===== config.mk =====
export PLATFORM = sky130hd
export DESIGN_NAME = uart_tx_piso_flat
export DESIGN_NICKNAME = d
export VERILOG_FILES = /design/src/rtl/uart_pkg.sv /design/src/rtl/uart_tx_piso_if.sv /design/src/rtl/uart_parity_gen.sv /design/src/rtl/uart_tx_piso.sv /design/src/flat_wrapper.sv
export SDC_FILE = /design/constraint.sdc
export NUM_CORES = 1
export LEC_CHECK = 0
export ABC_AREA = 1
export CORE_UTILIZATION = 58
export DETAILED_ROUTE_END_ITERATION = 10
export PLACE_DENSITY = 0.92
export SKIP_CTS_REPAIR_TIMING = 1
export SYNTH_ARGS = -nofsm -noshare
export SYNTH_HDL_FRONTEND = slang
export SYNTH_HIERARCHICAL = 1
export SYNTH_SLANG_ARGS = --single-unit

===== constraint.sdc =====
create_clock -name baud_clk -period 3.8 [get_ports baud_clk]
set_clock_uncertainty 0.15 [all_clocks]
set_input_delay 0.76 -clock baud_clk [delete_from_list [all_inputs] [get_ports baud_clk]]
set_output_delay 0.76 -clock baud_clk [all_outputs]
set_load 0.02 [all_outputs]

===== src/rtl/uart_pkg.sv =====
// Shared UART constants: FSM state encoding, parity codes and frame geometry.
// The Rx deframe unit imports the same package.
package uart_pkg;

    localparam int unsigned DATA_WIDTH_DEF = 8;
    localparam int unsigned FRAME_LEN      = DATA_WIDTH_DEF + 3;

    // parity_type codes; 2'b11 also means no parity
    localparam logic [1:0] PAR_NONE = 2'b00;
    localparam logic [1:0] PAR_ODD  = 2'b01;
    localparam logic [1:0] PAR_EVEN = 2'b10;

    typedef enum logic [2:0] {
        IDLE   = 3'd0,
        START  = 3'd1,
        DATA   = 3'd2,
        PARITY = 3'd3,
        STOP   = 3'd4
    } uart_state_e;

    function automatic int unsigned frame_len(input int unsigned data_width);
        return data_width + 3;
    endfunction

endpackage


===== src/rtl/uart_tx_piso_if.sv =====
// Request/line bundle between the Tx control logic (master) and the PISO (slave).
interface uart_tx_piso_if
    import uart_pkg::*;
#(
    parameter int unsigned DATA_WIDTH = DATA_WIDTH_DEF
);
    logic                  send;
    logic [DATA_WIDTH-1:0] data_in;
    logic [1:0]            parity_type;
    logic                  data_tx;
    logic                  active_flag;
    logic                  done_flag;

    modport master (
        output send, data_in, parity_type,
        input  data_tx, active_flag, done_flag
    );

    modport slave (
        input  send, data_in, parity_type,
        output data_tx, active_flag, done_flag
    );
endinterface


===== src/rtl/uart_parity_gen.sv =====
// Combinational parity bit for a data word; shared by the Tx framer and the Rx checker.
module uart_parity_gen
    import uart_pkg::*;
#(
    parameter int unsigned DATA_WIDTH = DATA_WIDTH_DEF
) (
    input  logic [DATA_WIDTH-1:0] data_i,
    input  logic [1:0]            parity_type_i,
    output logic                  parity_c_o
);

    // Odd: total ones including the parity bit is odd. None sends a 1.
    always_comb begin
        parity_c_o = 1'b1;
        case (parity_type_i)
            PAR_ODD:  parity_c_o = ~^data_i;
            PAR_EVEN: parity_c_o = ^data_i;
            default:  parity_c_o = 1'b1;
        endcase
    end

endmodule


===== src/rtl/uart_tx_piso.sv =====
// UART Tx parallel-in/serial-out: start, DATA_WIDTH bits LSB-first, parity, stop,
// one bit per baud_clk period; back-to-back frames when send is held at the end of stop.
module uart_tx_piso
    import uart_pkg::*;
#(
    parameter int unsigned DATA_WIDTH = DATA_WIDTH_DEF
) (
    input  logic          baud_clk,
    input  logic          reset_n,
    uart_tx_piso_if.slave bus
);

    localparam int unsigned CNT_W = $clog2(DATA_WIDTH + 1);

    uart_state_e           state_q, state_d;
    logic [DATA_WIDTH-1:0] shift_q, shift_d;
    logic [CNT_W-1:0]      cnt_q, cnt_d;
    logic                  par_q, par_d;
    logic                  tx_q, tx_d;
    logic                  active_q, active_d;
    logic                  done_q, done_d;
    logic                  par_c;
    logic                  load_c;

    // Parity is resolved at acceptance so later data_in changes cannot affect it.
    uart_parity_gen #(
        .DATA_WIDTH (DATA_WIDTH)
    ) u_parity (
        .data_i        (bus.data_in),
        .parity_type_i (bus.parity_type),
        .parity_c_o    (par_c)
    );

    assign load_c = bus.send && ((state_q == IDLE) || (state_q == STOP));

    always_comb begin
        state_d  = state_q;
        shift_d  = shift_q;
        cnt_d    = cnt_q;
        par_d    = par_q;
        tx_d     = tx_q;
        active_d = active_q;
        done_d   = 1'b0;

        // State names the bit currently on the line; each edge drives the next one.
        case (state_q)
            IDLE: begin
                tx_d     = 1'b1;
                active_d = 1'b0;
            end
            START: begin
                tx_d    = shift_q[0];
                shift_d = DATA_WIDTH'({1'b1, shift_q} >> 1);
                cnt_d   = CNT_W'(1);
                state_d = DATA;
            end
            DATA: begin
                if (cnt_q == CNT_W'(DATA_WIDTH)) begin
                    tx_d    = par_q;
                    state_d = PARITY;
                end else begin
                    tx_d    = shift_q[0];
                    shift_d = DATA_WIDTH'({1'b1, shift_q} >> 1);
                    cnt_d   = cnt_q + CNT_W'(1);
                end
            end
            PARITY: begin
                tx_d    = 1'b1;
                state_d = STOP;
            end
            STOP: begin
                done_d   = 1'b1;
                tx_d     = 1'b1;
                active_d = 1'b0;
                state_d  = IDLE;
            end
            default: begin
                tx_d     = 1'b1;
                active_d = 1'b0;
                state_d  = IDLE;
            end
        endcase

        // Accepting a request overrides the idle/stop exit and starts a new frame.
        if (load_c) begin
            shift_d  = bus.data_in;
            par_d    = par_c;
            cnt_d    = '0;
            tx_d     = 1'b0;
            active_d = 1'b1;
            state_d  = START;
        end
    end

    always_ff @(posedge baud_clk or negedge reset_n) begin
        if (!reset_n) begin
            state_q  <= IDLE;
            shift_q  <= '1;
            cnt_q    <= '0;
            par_q    <= 1'b1;
            tx_q     <= 1'b1;
            active_q <= 1'b0;
            done_q   <= 1'b0;
        end else begin
            state_q  <= state_d;
            shift_q  <= shift_d;
            cnt_q    <= cnt_d;
            par_q    <= par_d;
            tx_q     <= tx_d;
            active_q <= active_d;
            done_q   <= done_d;
        end
    end

    assign bus.data_tx     = tx_q;
    assign bus.active_flag = active_q;
    assign bus.done_flag   = done_q;

endmodule


===== src/flat_wrapper.sv =====
// flat-port wrapper written by rule: the top's interface ports become plain ports
module uart_tx_piso_flat import uart_pkg::*;
#(
    parameter int unsigned DATA_WIDTH = DATA_WIDTH_DEF
)
  (baud_clk, reset_n, bus_send, bus_data_in, bus_parity_type, bus_data_tx, bus_active_flag, bus_done_flag);
  uart_tx_piso_if #(.DATA_WIDTH(DATA_WIDTH)) bus_i ();
  input  logic baud_clk;
  input  logic reset_n;
  input wire logic [$bits(bus_i.send)-1:0] bus_send;
  input wire logic [$bits(bus_i.data_in)-1:0] bus_data_in;
  input wire logic [$bits(bus_i.parity_type)-1:0] bus_parity_type;
  output wire logic [$bits(bus_i.data_tx)-1:0] bus_data_tx;
  output wire logic [$bits(bus_i.active_flag)-1:0] bus_active_flag;
  output wire logic [$bits(bus_i.done_flag)-1:0] bus_done_flag;
  assign bus_i.send = bus_send;
  assign bus_i.data_in = bus_data_in;
  assign bus_i.parity_type = bus_parity_type;
  assign bus_data_tx = bus_i.data_tx;
  assign bus_active_flag = bus_i.active_flag;
  assign bus_done_flag = bus_i.done_flag;
  uart_tx_piso #(.DATA_WIDTH(DATA_WIDTH)) u_core (.baud_clk(baud_clk), .reset_n(reset_n), .bus(bus_i));
endmodule

# Yosys cells after proc, flatten, opt, wreduce, memory -nomap -nowiden
# Cells that the tools add are included.
[classes]
eq_ne = 11
n_mux = 16
n_reduce_logical = 9
addsub = 1
[ops]
columns = ["cell", "n"]
rows = [
  ["2-to-1 mux 8 bit", 2],
  ["one-hot mux 8 bit (2 select lines)", 1],
  ["one-hot mux 3 bit (4 select lines)", 1],
  ["2-to-1 mux 4 bit", 2],
  ["one-hot mux 4 bit (2 select lines)", 1],
  ["XNOR reduction 8 bit", 1],
  ["XOR reduction 8 bit", 1],
  ["== test 3 x 2 -> 1 bit, second input constant", 2],
  ["2-to-1 mux 3 bit", 2],
  ["2-to-1 mux 1 bit", 5],
  ["adder 4 x 1 -> 4 bit, second input constant", 1],
  ["== test 4 bit, second input constant", 1],
  ["inequality test 2 x 1 -> 1 bit, second input constant", 2],
  ["one-hot mux 1 bit (2 select lines)", 2],
  ["AND reduction 2 bit", 2],
  ["== test 3 x 1 -> 1 bit, second input constant", 1],
  ["== test 3 bit, second input constant", 1],
  ["zero test 3 bit", 1],
  ["inequality test 3 x 1 -> 1 bit, second input constant", 1],
  ["inequality test 3 x 2 -> 1 bit, second input constant", 1],
  ["nonzero test 3 bit", 1],
  ["OR reduction 3 bit", 1],
  ["== test 2 x 1 -> 1 bit, second input constant", 1],
  ["== test 2 bit, second input constant", 1],
  ["other kinds (2)", 2],
]
[word_totals]
ff_bits = 19
in_bits = 13
word_cells = 44

# Logic depth before layout (Yosys ltp)
# Gate-level depths: netlist of run 1.
[depth]
ltp_word = 5
ltp_mapped = 11
ltp_nobuf = 11

# Modules after synthesis
# The synthesis of run 1 kept the hierarchy.
[modules_own_cells]
columns = ["mod", "instances", "area_per_inst_um2", "cells_per_inst"]
rows = [
  ["uart_tx_piso", 1, 1101.1, 136],
  ["uart_parity_gen", 1, 231.5, 55],
]

# Worst setup path before layout of run 1
# No wires, ideal clock.
[synth_path]
path_kind = "input-to-reg"
from = "input port bus_data_in[4]"
to = "register u_core.par_q"
arrival_time_ps = 1327
setup_time_ps = 84
path_slack_ps = 2239
required_time_ps = 3566
path_buffers = 0
cell_stages = 10
cell_sequence = "inv_1 nand2_1 nand2_1 nand2_1 nand2_1 nand2_2 nand3_1 nand3_1 nand2_1 o21ai_0"
[synth_between]
elab_chain_cells = 2
word_cells_on_any_way = 3
cone_classes = "mux: 1; reduce/logical: 2"
[synth_rtl]
columns = ["element", "line_no", "rtl"]
rows = [
  ["from (decl)", "flat_wrapper.sv:11", "input wire logic [$bits(bus_i.data_in)-1:0] bus_data_in;"],
  ["XOR reduction 8 bit / XNOR reduction 8 bit (equally long branches)", "uart_parity_gen.sv:17, uart_parity_gen.sv:16", ""],
  ["one-hot mux 1 bit (2 select lines) *", "uart_parity_gen.sv:15", "case (parity_type_i)"],
  ["via u_core.par_c", "uart_tx_piso.sv:22", "logic par_c;"],
  ["to (signal assigned)", "uart_tx_piso.sv:108", "par_q <= par_d;"],
  ["to (decl)", "uart_tx_piso.sv:18", "logic par_q, par_d;"],
]
# Mark *: on every way through the listed nets, which the timed path passes. The rest lies on a longest branch.
# A chain may end at the register's enable or synchronous reset.

# Worst setup path in the final report of run 1
[layout_path]
from = "register u_core.tx_q (netlist: u_core/bus.data_tx)"
to = "output port bus_data_tx"
[layout_lines]
columns = ["element", "line_no", "rtl"]
rows = [
  ["from (decl)", "uart_tx_piso.sv:19", "logic tx_q, tx_d;"],
  ["from (signal assigned)", "uart_tx_piso.sv:109", "tx_q <= tx_d;"],
  ["to (decl)", "flat_wrapper.sv:13", "output wire logic [$bits(bus_i.data_tx)-1:0] bus_data_tx;"],
]
# No word-level cell between the ends.

==> flow_summary.toml, run 1 <==
[final_layout]
fin_nets = 223
fill_cells = 162
antennaDiodeCount = 0
layout-drive-gt1-share_pct = 18.54
final_util_pct = 71.97
final_area_sq_mm = 0.001484
final_cell_mix = "nand2_1 (88), inv_1 (17), clkdlybuf4s50_1 (15), nand2_2 (13), nand3_1 (11)"
syn2layout_area_growth_pct = 11.36
final_common_cell = "nand2_1"

[route]
via_per_inst = 5.203
drt_iter0_drc = 21
first_pass_iters = 4
drc = 0
antenna_left = 0
num_vias = 1207
wirelength_mm = 2.720
avgRoutedWirePerCell_microns = 11.72

[placed_design]
pre_cts_ws_ps = 1536
routabilityCongestion = 0.8085
port_buffers = 15
hpwl_mm = 2.102
placed_area_sq_mm = 0.001458

[worst_setup_path]
slowest_stage = "clkdlybuf4s50_1"
crit_path_max_incr_delay_ps = 590
crit_chain = "clkdlybuf4s50_1"
crit_buf_inv = 1
cp-start-kind = "flip-flop"
critPathArrivalTime_ps = 1400
cpLargestDelayFamily = "buffers and inverters"
crit_required_ps = 2890
crit_path_end_kind = "output port"
crit_type = "flip-flop to output port"
cp_max_fo = 1

[floorplanning]
start_util_pct = 64.62
die_area_sq_mm = 0.002493
coreArea_sq_mm = 0.002062
die-width_microns = 49.93
rows = 16
die_h_microns = 49.93
io_pins = 16

[sta]
min_period_ps = 2308
rsz0062_at_grt = "false"
setup_viol = 0
fmaxAchievable_ghz = 0.4333
layout_setup_ws_ps = 1492
period_share_pct = 60.73
final-hold-violation-count = 0
worstMarginPinSlew_ps = 832.8
tns_ps = 0
maxSlewViolCount = 0
maxSlewHeadroom_pct = 44.30

[clock_tree]
cts.sinks = 19
cts_tree = "done"
cts_root_buf = "clkbuf_4"
worstSkewPairLatency_ps = 290
clockBufferDepth = 2
cts_max_level = 1
path_clk_slew_ps = 100
numCtsBuffers = 3

[grt]
overflow = 0
grt_usage_pct = 24.53
grt_pass1_wl_mm = 4.643
grt_max_degree = 25
first_global_vias = 1175
antenna_found_initial = 0

[power]
p_per_area_mw_per_mm2 = 685.8
total_power_mw = 1.018
static-leakage-power_nw = 0.8050
peakVddDrop_uv = 414.4

[min_path]
hp-class = "flip-flop to flip-flop"

[logic_synthesis]
syn-num-nets = 208
netlist-cell-type-count = 22
yosysSeqAreaShare_pct = 36.62
syn_inst = 191
synth_area_per_cell_sq_um = 6.977
ys_ff_latch = 19
synth_warnings = 6
synthesis.area_sq_mm = 0.001333

[job]
cap_violations = 0

[run_status]
status = "completed"
## final timing paths
kind | from | to | slack [ps] | cells past startpoint
worst max-delay path | u_core/bus.data_tx | bus_data_tx | 1490 | 1
worst min-delay path | u_core/shift_q[1] | u_core/shift_q[1] | 350 | 2
worst max register to register | u_core/cnt_q[0] | u_core/cnt_q[3] | 2170 | 7
worst min register to register | u_core/shift_q[1] | u_core/shift_q[1] | 350 | 2
max in group asynchronous | reset_n | u_core/cnt_q[3] | 2200 | 1
min in group asynchronous | reset_n | u_core/bus.done_flag | 790 | 1
## sequential cells by signal, indices dropped and copies added, names as in the netlist
signal	count
u_core/state_q	3
u_core/par_q	1
u_core/bus.data_tx	1
u_core/bus.done_flag	1
u_core/bus.active_flag	1
u_core/cnt_q	4
u_core/shift_q	8
## where the power goes
group	internal [mW]	leakage (nW)	switching (mW)
logic	0.185	0.568	0.347
registers	0.321	0.222	0.0656
clock network	0.0408	0.0150	0.0582
total	0.547	0.805	0.471
## per-layer routing
layer | part of all wire [%] | up-vias | global-route usage (%)
li1 | - | 619 | -
met1 | 40 | 557 | 25.34
met2 | 55 | 27 | 48.87
met3 | 2.8 | 4 | 1.235
met4 | 1.5 | 0 | 11.90
met5 | 0 | - | 0
## logic make-up (layout without fill, tap and decap cells)
family,after synthesis,count (layout),share of synthesized area (%)
adder cells (fa/ha/maj),4,4,3.756
flip-flops,19,19,36.62
buffers and inverters,27,41,10.80
AND/OR/NAND/NOR,138,138,47.51
AO/OA/AOI/OAI,3,3,1.315
## cell usage after synthesis (all sizes together)
library cell	instances	area share, %
ha	4	3.8
buf	5	4.4
inv	22	6.4
o31ai	1	0.56
nor2	11	3.8
nand2	104	33
nand4	8	3.8
nor3	1	0.38
o21ai	2	0.75
dfrtp	9	17
nand3	13	5.6
or2	1	0.47
dfstp	10	20
## final cells by class
| cell class | count | area [sq um] | share of cell area, % |
|---|---|---|---|
| inverter | 22 | 85.08 | 5.734 |
| multi-input combinational | 145 | 700.7 | 47.22 |
| sequential | 19 | 488.0 | 32.88 |
| clock buffer | 4 | 26.28 | 1.771 |
| tap | 27 | 33.78 | 2.277 |
| timing repair buffer | 15 | 150.1 | 10.12 |
## through the flow
stage | hold slack, ps | cells
4_1_cts | 352.3 | 232
3_3_place_gp | 321.6 | 228
3_5_place_dp | 334.0 | 228
5_1_grt | 370.5 | 232
6_report | 347.8 | 232
2_1_floorplan | 308.8 | 191
No activity file was read; power rests on OpenSTA's default activity.
==> inputs of run 2 (changes only) <==
--- a/config.mk
+++ b/config.mk
@@ -6,9 +6,9 @@
 export NUM_CORES = 1
 export LEC_CHECK = 0
 export ABC_AREA = 1
-export CORE_UTILIZATION = 58
+export CORE_UTILIZATION = 55
 export DETAILED_ROUTE_END_ITERATION = 10
-export PLACE_DENSITY = 0.92
+export PLACE_DENSITY = 0.88
 export SKIP_CTS_REPAIR_TIMING = 1
 export SYNTH_ARGS = -nofsm -noshare
 export SYNTH_HDL_FRONTEND = slang
==> constraint.sdc (replaced) <==
create_clock -name baud_clk -period 2.2 [get_ports baud_clk]
set_clock_uncertainty 0.15 [all_clocks]
set_input_delay 0.44 -clock baud_clk [delete_from_list [all_inputs] [get_ports baud_clk]]
set_output_delay 0.44 -clock baud_clk [all_outputs]
set_load 0.02 [all_outputs]
==> flow_summary.toml, run 2 (synthesized netlist as in run 1, its figures left out) <==
[sta]
min_period_ps = 1992
fmaxAchievable_ghz = 0.5021
tns_ps = 0
setup_viol = 0
maxSlewViolCount = 0
maxSlewHeadroom_pct = 80.54
rsz0062_at_grt = "false"
worstMarginPinSlew_ps = 291.5
period_share_pct = 90.53
final-hold-violation-count = 0
holdWs_ps = 313.4

[worst_setup_path]
critPathLaunch = "u_core/bus.data_tx"
crit_buf_inv = 1
crit_path_max_incr_delay_ps = 580
crit_path_end_kind = "output port"
r2r_slack_ps = 550
cp-start-kind = "flip-flop"
cp_max_fo = 1
crit_path_end = "bus_data_tx"
r2r_start = "u_core/cnt_q[0]"
crit_type = "flip-flop to output port"
slowest_stage = "clkdlybuf4s50_1"
cpLargestDelayFamily = "buffers and inverters"
crit_chain = "clkdlybuf4s50_1"
ff2ff_path_depth = 7
cp.depth = 1
critPathArrivalTime_ps = 1400
crit_required_ps = 1610
timing.rr.end = "u_core/cnt_q[3]"

[final_layout]
top_register = "u_core/shift_q"
final_area_sq_mm = 0.001494
reg_top3 = "u_core/shift_q x8, u_core/cnt_q x4, u_core/state_q x3"
layout-drive-gt1-share_pct = 19.42
final_common_cell = "nand2_1"
fill_cells = 214
instances_no_fill = 234
antennaDiodeCount = 0
fin_nets = 224
syn2layout_area_growth_pct = 12.11
largest_register_ffs = 8
final_cell_mix = "nand2_1 (88), inv_1 (17), clkdlybuf4s50_1 (15), nand2_2 (13), nand3_1 (11)"

[placed_design]
placed_area_sq_mm = 0.001466
hpwl_mm = 2.047
routabilityCongestion = 0.8115
port_buffers = 15
dp_cells = 230

[run_status]
status = "completed"

[floorplanning]
start_util_pct = 59.10
die_h_microns = 51.22
die_area_sq_mm = 0.002623
coreArea_sq_mm = 0.002255
io_pins = 16
die-width_microns = 51.22
rows = 17

[route]
antenna_left = 0
via_per_inst = 5.205
highest_layer = "met4"
num_vias = 1218
drt_iter0_drc = 26
met2WireLength_mm = 1.467
avgRoutedWirePerCell_microns = 11.31
met3_length_microns = 69
drc = 0
wirelength_mm = 2.646
met1_length_mm = 1.082
first_pass_iters = 4

[grt]
grt_pass1_wl_mm = 4.505
antenna_found_initial = 0
grt_max_degree = 25
overflow = 0
first_global_vias = 1140
grt_usage_pct = 22.70

[job]
cap_violations = 0

[power]
peakVddDrop_uv = 717.3
total_power_mw = 1.761
static-leakage-power_nw = 0.8125
p_per_area_mw_per_mm2 = 1179

[clock_tree]
cts_tree = "done"
worstSkewPairLatency_ps = 290
path_clk_slew_ps = 110
cts.sinks = 19
cts_max_level = 1
numCtsBuffers = 3
cts_root_buf = "clkbuf_4"
clockBufferDepth = 2

[min_path]
hp-class = "primary input to async pin"
-- run 2: final cells by class --
cell class	count	area, sq um	share of cell area, %
Multi-Input combinational cell	145	700.7	46.90
Clock inverter	1	5.005	0.3350
Clock buffer	3	22.52	1.508
Tap cell	28	35.03	2.345
Sequential cell	19	488.0	32.66
Timing Repair Buffer	16	157.7	10.55
Inverter	22	85.08	5.695
-- run 2: routing by layer --
layer	vias to the layer above	track usage [%]
li1	621	-
met1	571	23.03
met2	24	46.27
met3	2	1.786
met4	0	9.459
met5	-	0
-- run 2: report_power, final --
group | switching, mW | internal, mW | total, mW
combinational | 0.597 | 0.323 | 0.921
clock | 0.109 | 0.0675 | 0.177
sequential | 0.109 | 0.554 | 0.664
-- run 2: worst min-delay path by stage --
stage / startpoint / endpoint / slack (ps) / cells after the start
6_report: reset_n / u_core/state_q[1] / 310 / 2
5_1_grt: reset_n / u_core/state_q[2] / 340 / 2
4_1_cts: reset_n / u_core/state_q[1] / 320 / 2
3_5_place_dp: u_core/shift_q[7] / u_core/shift_q[7] / 330 / 2
3_3_place_gp: u_core/shift_q[7] / u_core/shift_q[7] / 330 / 2
2_1_floorplan: reset_n / u_core/bus.active_flag / -6 / 0
-- run 2: stage by stage --
stage	setup slack [ps]	util (%)
finish	208.4	66.26
global route	168.9	66.26
CTS	199.4	66.26
detailed placement	241.1	65.04
global placement	351.2	65.04
floorplan	844.1	-
